**src/rtl/vga_timing_gen.sv**
```systemverilog
// Raster timing generator: pixel/line counters, sync pulses, active-video
// flag, line/frame strobes and a completed-frame counter. All state moves
// on clk only when pix_en is high, so the block runs from the system clock.
module vga_timing_gen #(
  parameter int   H_ACTIVE = 640,
  parameter int   H_FP     = 16,
  parameter int   H_SYNC   = 96,
  parameter int   H_BP     = 48,
  parameter int   V_ACTIVE = 480,
  parameter int   V_FP     = 10,
  parameter int   V_SYNC   = 2,
  parameter int   V_BP     = 33,
  parameter logic HS_POL   = 1'b0,
  parameter logic VS_POL   = 1'b0,
  parameter int   CW       = 10,
  parameter int   FW       = 8
) (
  input  logic          clk,
  input  logic          rst,
  input  logic          pix_en,
  output logic [CW-1:0] h_count,
  output logic [CW-1:0] v_count,
  output logic          hsync,
  output logic          vsync,
  output logic          video_on,
  output logic          line_end,
  output logic          frame_end,
  output logic [FW-1:0] frame_count
);

  localparam int H_TOTAL = H_ACTIVE + H_FP + H_SYNC + H_BP;
  localparam int V_TOTAL = V_ACTIVE + V_FP + V_SYNC + V_BP;
  localparam int CW1     = CW + 1;

  localparam logic [CW-1:0] H_LAST = CW'(H_TOTAL - 1);
  localparam logic [CW-1:0] V_LAST = CW'(V_TOTAL - 1);

  // Decode bounds carry one extra bit so a sync window ending exactly at
  // the total count still fits; an empty window (SYNC=0) never matches.
  localparam logic [CW1-1:0] H_VID_END = CW1'(H_ACTIVE);
  localparam logic [CW1-1:0] HS_BEG    = CW1'(H_ACTIVE + H_FP);
  localparam logic [CW1-1:0] HS_END    = CW1'(H_ACTIVE + H_FP + H_SYNC);
  localparam logic [CW1-1:0] V_VID_END = CW1'(V_ACTIVE);
  localparam logic [CW1-1:0] VS_BEG    = CW1'(V_ACTIVE + V_FP);
  localparam logic [CW1-1:0] VS_END    = CW1'(V_ACTIVE + V_FP + V_SYNC);

  // video_on after reset is simply the decode of position (0,0).
  localparam logic VIDEO_AT_ORIGIN = (H_ACTIVE > 0) && (V_ACTIVE > 0);

  logic          h_last;
  logic          v_last;
  logic [CW-1:0] h_next;
  logic [CW-1:0] v_next;
  logic          hs_next;
  logic          vs_next;
  logic          video_next;

  // Next position and its decode, so registered syncs line up with the counters.
  always_comb begin
    h_last = (h_count == H_LAST);
    v_last = (v_count == V_LAST);
    h_next = h_count + CW'(1);
    v_next = v_count;
    if (h_last) begin
      h_next = '0;
      v_next = v_last ? '0 : (v_count + CW'(1));
    end
    hs_next    = ({1'b0, h_next} >= HS_BEG) && ({1'b0, h_next} < HS_END);
    vs_next    = ({1'b0, v_next} >= VS_BEG) && ({1'b0, v_next} < VS_END);
    video_next = ({1'b0, h_next} < H_VID_END) && ({1'b0, v_next} < V_VID_END);
  end

  // Strobes are combinational so they fall in the last enabled cycle of a line/frame.
  always_comb begin
    line_end  = pix_en && h_last;
    frame_end = pix_en && h_last && v_last;
  end

  // Counter and sync registers; everything holds while pix_en is low.
  always_ff @(posedge clk or posedge rst) begin
    if (rst) begin
      h_count     <= '0;
      v_count     <= '0;
      frame_count <= '0;
      hsync       <= ~HS_POL;
      vsync       <= ~VS_POL;
      video_on    <= VIDEO_AT_ORIGIN;
    end else if (pix_en) begin
      h_count  <= h_next;
      v_count  <= v_next;
      hsync    <= hs_next ? HS_POL : ~HS_POL;
      vsync    <= vs_next ? VS_POL : ~VS_POL;
      video_on <= video_next;
      if (h_last && v_last) frame_count <= frame_count + FW'(1);
    end
  end

endmodule

```
**config.mk**
```make
export PLATFORM = sky130hd
export DESIGN_NAME = vga_timing_gen
export DESIGN_NICKNAME = d
export VERILOG_FILES = /design/src/rtl/vga_timing_gen.sv
export SDC_FILE = /design/constraint.sdc
export NUM_CORES = 1
export LEC_CHECK = 0
export ABC_AREA = 1
export BUFFER_PORTS_ARGS = -buffer_cell sky130_fd_sc_hd__buf_2
export CAP_MARGIN = 10
export CORE_ASPECT_RATIO = 1.4
export CORE_MARGIN = 2
export CORE_UTILIZATION = 55
export DETAILED_ROUTE_END_ITERATION = 8
export PLACE_DENSITY = 0.8
export SYNTH_ARGS = -nofsm -noshare
export SYNTH_HDL_FRONTEND = slang
export SYNTH_SLANG_ARGS = --single-unit
export TNS_END_PERCENT = 5
```
**constraint.sdc**
```tcl
create_clock -name clk -period 2.2 [get_ports clk]
set_input_delay 0 -clock clk [delete_from_list [all_inputs] [get_ports clk]]
set_output_delay 0 -clock clk [all_outputs]
set_load 0.02 [all_outputs]
```
After elaboration in Yosys (flattened, before gate mapping)
Index checks and enable logic that the tools add are counted.
- bits of input ports: 3
- output and inout port bits: 33
- word-level logic and storage cells: 29
- bits in registers: 31
- $lt $le $gt $ge: 6
- muxes and demuxes: 5
- reduce and logical (&&, ||, !) cells: 7
- add/sub/neg operators: 3
- equal/unequal tests: 2
- operators by type and width (operator ; count):
    10-bit two-way mux ; 3
    10-bit by 1-bit adder with 10-bit output (second input constant) ; 2
    10-bit == test (second input constant) ; 2
    10-bit less-than comparator (second input constant) ; 2
    10-bit by 9-bit less-than comparator with 1-bit output (second input constant) ; 2
    10-bit greater-or-equal comparator (second input constant) ; 1
    10-bit by 9-bit greater-or-equal comparator with 1-bit output (second input constant) ; 1
    8-bit by 1-bit adder with 8-bit output (second input constant) ; 1
    1-bit logical AND ; 6
    1-bit two-way mux ; 2
    2-bit AND reduction ; 1

Depth between registers and ports, before layout
- word-level depth: 6
- mapped depth: 14
- gate-level depth less buffers: 14

Least setup slack after synthesis
Ideal clock, no wire load.
- path kind: register to register
- start: register h_count[0]
- end: register v_count[0]
- period minus slack after synthesis: 1.923 ns
- library setup time: 0.120 ns
- path buffers: 0
- cell stages (with the launch flop): 9
- required time: 2.080 ns
- arrival time: 1.803 ns
- slack: 0.277 ns
- path through: dfrtp_1 ha_1 nand2_1 nor2_1 nand2_1 nor2_2 o21ai_0 o21ai_0 inv_1
- cells in the longest elaborated chain, start to end: 2
- RTL lines (element ; RTL line ; source):
    from (decl) ; 21 ; output logic [CW-1:0] h_count,
    from (signal assigned) ; 89 ; h_count <= h_next;
    10-bit == test ; 60 ; h_last = (h_count == H_LAST);
    10-bit two-way mux ; 64 ; if (h_last) begin
    to (signal assigned) ; 90 ; v_count <= v_next;
    to (decl) ; 22 ; output logic [CW-1:0] v_count,
No other way between the ends.
A chain may end at the register's enable or synchronous reset.

Worst setup path in the final report
- start: register h_count[0]
- end: output port line_end
- cells in the longest elaborated chain, start to end: 2
- RTL lines (element ; RTL line ; source):
    10-bit == test ; 60 ;
    1-bit logical AND ; 75 ; line_end = pix_en && h_last;
    to (decl) ; 26 ; output logic line_end,
No other way between the ends.

==> summary.md <==
| Metric | Value |
|---|---|
| Post-synthesis adder-cell area fraction | `under 10%` |
| Register bit total from synthesis | `31` |
| R2R Path Start | `h_count[0]` |
| Power Density | `roughly 900 nW/um2` |
| Overflow after GRT | `0` |
| Wirelength, routed | `4300 um` |
| Post-synth cell types | `31` |
| DR vias/cell | `around 5.3` |
| Worst slew pin tran | `546 ps` |
| Max Slew Vio Count | `0` |
| Placed inst area | `2190 um2` |
| Layout cells sized above 1 | `21.9%` |
| Vias | `between 1500 and 2000` |
| Simple-gate area share of the yosys netlist | `a little over a third` |
| Data arrival, critical path | `roughly 2000 ps` |
| Crit-path max FO | `8` |
| Design Area, Final | `2330 um2` |
| Reg clk slew, reported paths | `~70 ps` |
| RSZ-0062 raised after global routing | `false` |
| Outcome | `finished, final reports clean` |
| Num CTS Buffers | `5` |
| Critical Path RT | `between 2000 and 2500 ps` |
| Largest net degree at the start of global routing | `32` |
| Clk_lat worst skew | `290 ps` |
| Relative slew slack | `between 60% and 70%` |
| Sinks on Clock Net | `31` |
| Tcrit/Tclk final | `between 90 and 100%` |
| FF-to-FF path depth | `8` |
| Final min period | `2030 ps` |
| Clock Skew | `11.2 ps` |
| Row Count | `25` |
| I/O pin total | `36` |
| GRT Overall Usage | `25.0%` |
| Initial DRC count | `73` |
| Endpoints failing hold | `0` |
| Max-cap violation count | `0` |
| Post-CTS setup repair buffer count | `0` |
| Port buffer count | `35` |
| Die Y | `75.1 um` |
| Compound-Gate Fraction of Synth Area | `8.56%` |
| Antenna diodes | `0` |
| Setup TNS | `0 ps` |
| R2r endpoint | `frame_count[7]` |
| Synth warnings | `0` |
| Peak VDD IR | `roughly 0.79 mV` |
| # setup viols final | `0` |
| Hold Path Class | `primary input to register` |
| Main combinational cell family by area after synthesis | `simple AND/OR/NAND/NOR gates` |
| Routed wire per std cell | `~13 um` |
| CTS tree | `yes` |
| Cell count after synthesis | `262` |
| Mapped Nets | `270` |
| Core area | `3410 um2` |
| Vias in the first global route | `1708` |
| Crit. End Element | `primary output` |
| Total die area | `4120 um2` |
| Initial antenna violation count | `0` |
| NumNets Final | `a little over 300` |
| Setup Crit Path Kind | `register to primary output` |
| Mux contribution to synthesized area | `0%` |
| Initial Util | `approximately 58%` |
| Netlist Area Pre-Place | `between 1500 and 2000 um2` |
| Placer Congestion | `0.842` |
| Routed Antenna Nets | `0` |
| Fin Hold WS | `approximately 110 ps` |
| Area grow syn2layout | `17.0%` |
| Die X | `54.8 um` |
| R2r setup slk | `~290 ps` |
| Post-detail-place hpwl | `~3200 um` |
| H-tree levels | `2` |
| Xor/xnor cell area share of the yosys netlist | `4.41%` |
| Leakage power | `between 1 and 1.5 nW` |
| Critical path capture point | `line_end` |
| First-pass GRT wire length | `7400 um` |
| Clk buf depth | `2` |
| Pre-antenna DRT Iters | `4` |
| Root Driver | `clkbuf_8` |
| Syn_area_per_cell | `7.59 um2` |
| DRC viols | `0` |
| Startpoint types | `register` |
| Maximum clock rate | `0.494 GHz` |
| Worst Setup SP | `h_count[0]` |
| Sequential area share after synthesis | `around two fifths` |
==> logic make-up after synthesis <==
kind of cell | count (synthesis)
compound gates | 30
fa+ha+maj | 5
flops | 31
xor+xnor | 10
buf+inv | 39
simple gates | 147
==> layout by cell type, fill, tap and decap left out, types with 5 or more instances in the layout <==
cell      count
inv_1        33
xor2_1        7
nand2_1      76
ha_1          5
nand4_1       5
dfrtp_1      28
clkbuf_8      6
buf_2        35
nor2_1       24
o21ai_0      17
a21oi_1       5
nand3_1      23
==> timing repair <==
action                                 CTS  global route
resized for setup                        0             2
endpoints found under the hold margin   28             0
hold buffers                             1             0
setup endpoints to repair                0             4
==> worst max-delay path, stage by stage (launching register included) <==
cell and delay [ps]:
dfrtp_1 440, ha_1 290, nand2_1 80, nor2_1 300
nand2_2 210, nor2_4 210, buf_2 200
==> registers in the layout (all words and copies together), names as in the netlist <==
register,count
vsync,1
frame_count,8
video_on,1
v_count,10
h_count,10
hsync,1
==> worst min path at each step <==
stage                      start              to  slack (ps)  depth (start not counted)
after CTS                 pix_en           hsync         110                          3
after global routing      pix_en      h_count[1]         150                          3
after floorplan              rst  frame_count[0]         100                          1
final                     pix_en           hsync         110                          3
after global placement       rst      v_count[3]         100                          3
after detailed placement     rst      v_count[3]         100                          3
==> metal layers <==
layer | wire length [um] | global-route usage [%] | up-vias | part of all wire, %
met5 | 0 | 0 | - | 0
met4 | 120 | 13.9 | 0 | 2.8
met3 | 160 | 3.97 | 12 | 3.7
met2 | 2170 | 41.1 | 43 | 51
met1 | 1850 | 30.3 | 841 | 43
li1 | - | - | 911 | -
==> Yosys cell counts <==
cell type,count,area [um2]
a21oi_1,5,25.0
a21oi_2,1,8.76
a31o_2,1,8.76
buf_1,1,3.75
buf_4,1,7.51
buf_8,1,15.0
clkbuf_1,3,11.3
dfrtp_1,28,701
dfstp_2,3,78.8
ha_1,5,62.6
inv_1,33,124
nand2_1,77,289
nand2_2,1,6.26
nand2_4,1,11.3
nand3_1,23,115
nand3_2,2,20.0
nand3b_1,1,7.51
nand4_1,5,31.3
nand4_4,3,63.8
nor2_1,24,90.1
nor2_2,4,25.0
nor2_4,1,11.3
nor2_8,2,40.0
nor3_1,2,10.0
o21a_1,2,15.0
o21ai_0,17,85.1
o21bai_1,2,15.0
o22ai_1,2,12.5
or2_2,1,6.26
xnor2_1,3,26.3
xor2_1,7,61.3
==> metrics by stage <==
step	worst slack, ps	instances	total power, W	utilization [%]
CTS	27.5	342	0.00210	68.0
detailed placement	182	333	0.00150	64.3
finish	174	342	0.00209	68.2
global route	10.6	342	0.00221	68.2
global placement	201	333	0.00148	64.3
floorplan	277	262	0.00130	-
==> layout make-up <==
type,instances,area [um2]
well taps,40,50.0
multi-input cells,192,1050
clock buffers,6,82.6
fillers,307,1080
repair buffers,38,200
inverters,33,124
clock inverters,2,35.0
flip-flops and latches,31,779
==> power by group <==
group | leakage [nW] | internal, W | switching [W]
combinational | 0.798 | 0.000231 | 0.000425
sequential | 0.381 | 0.000673 | 0.000167
clock | 0.0612 | 0.000366 | 0.000223
total | 1.24 | 0.00127 | 0.000815
(Power assumes the default switching activity.)
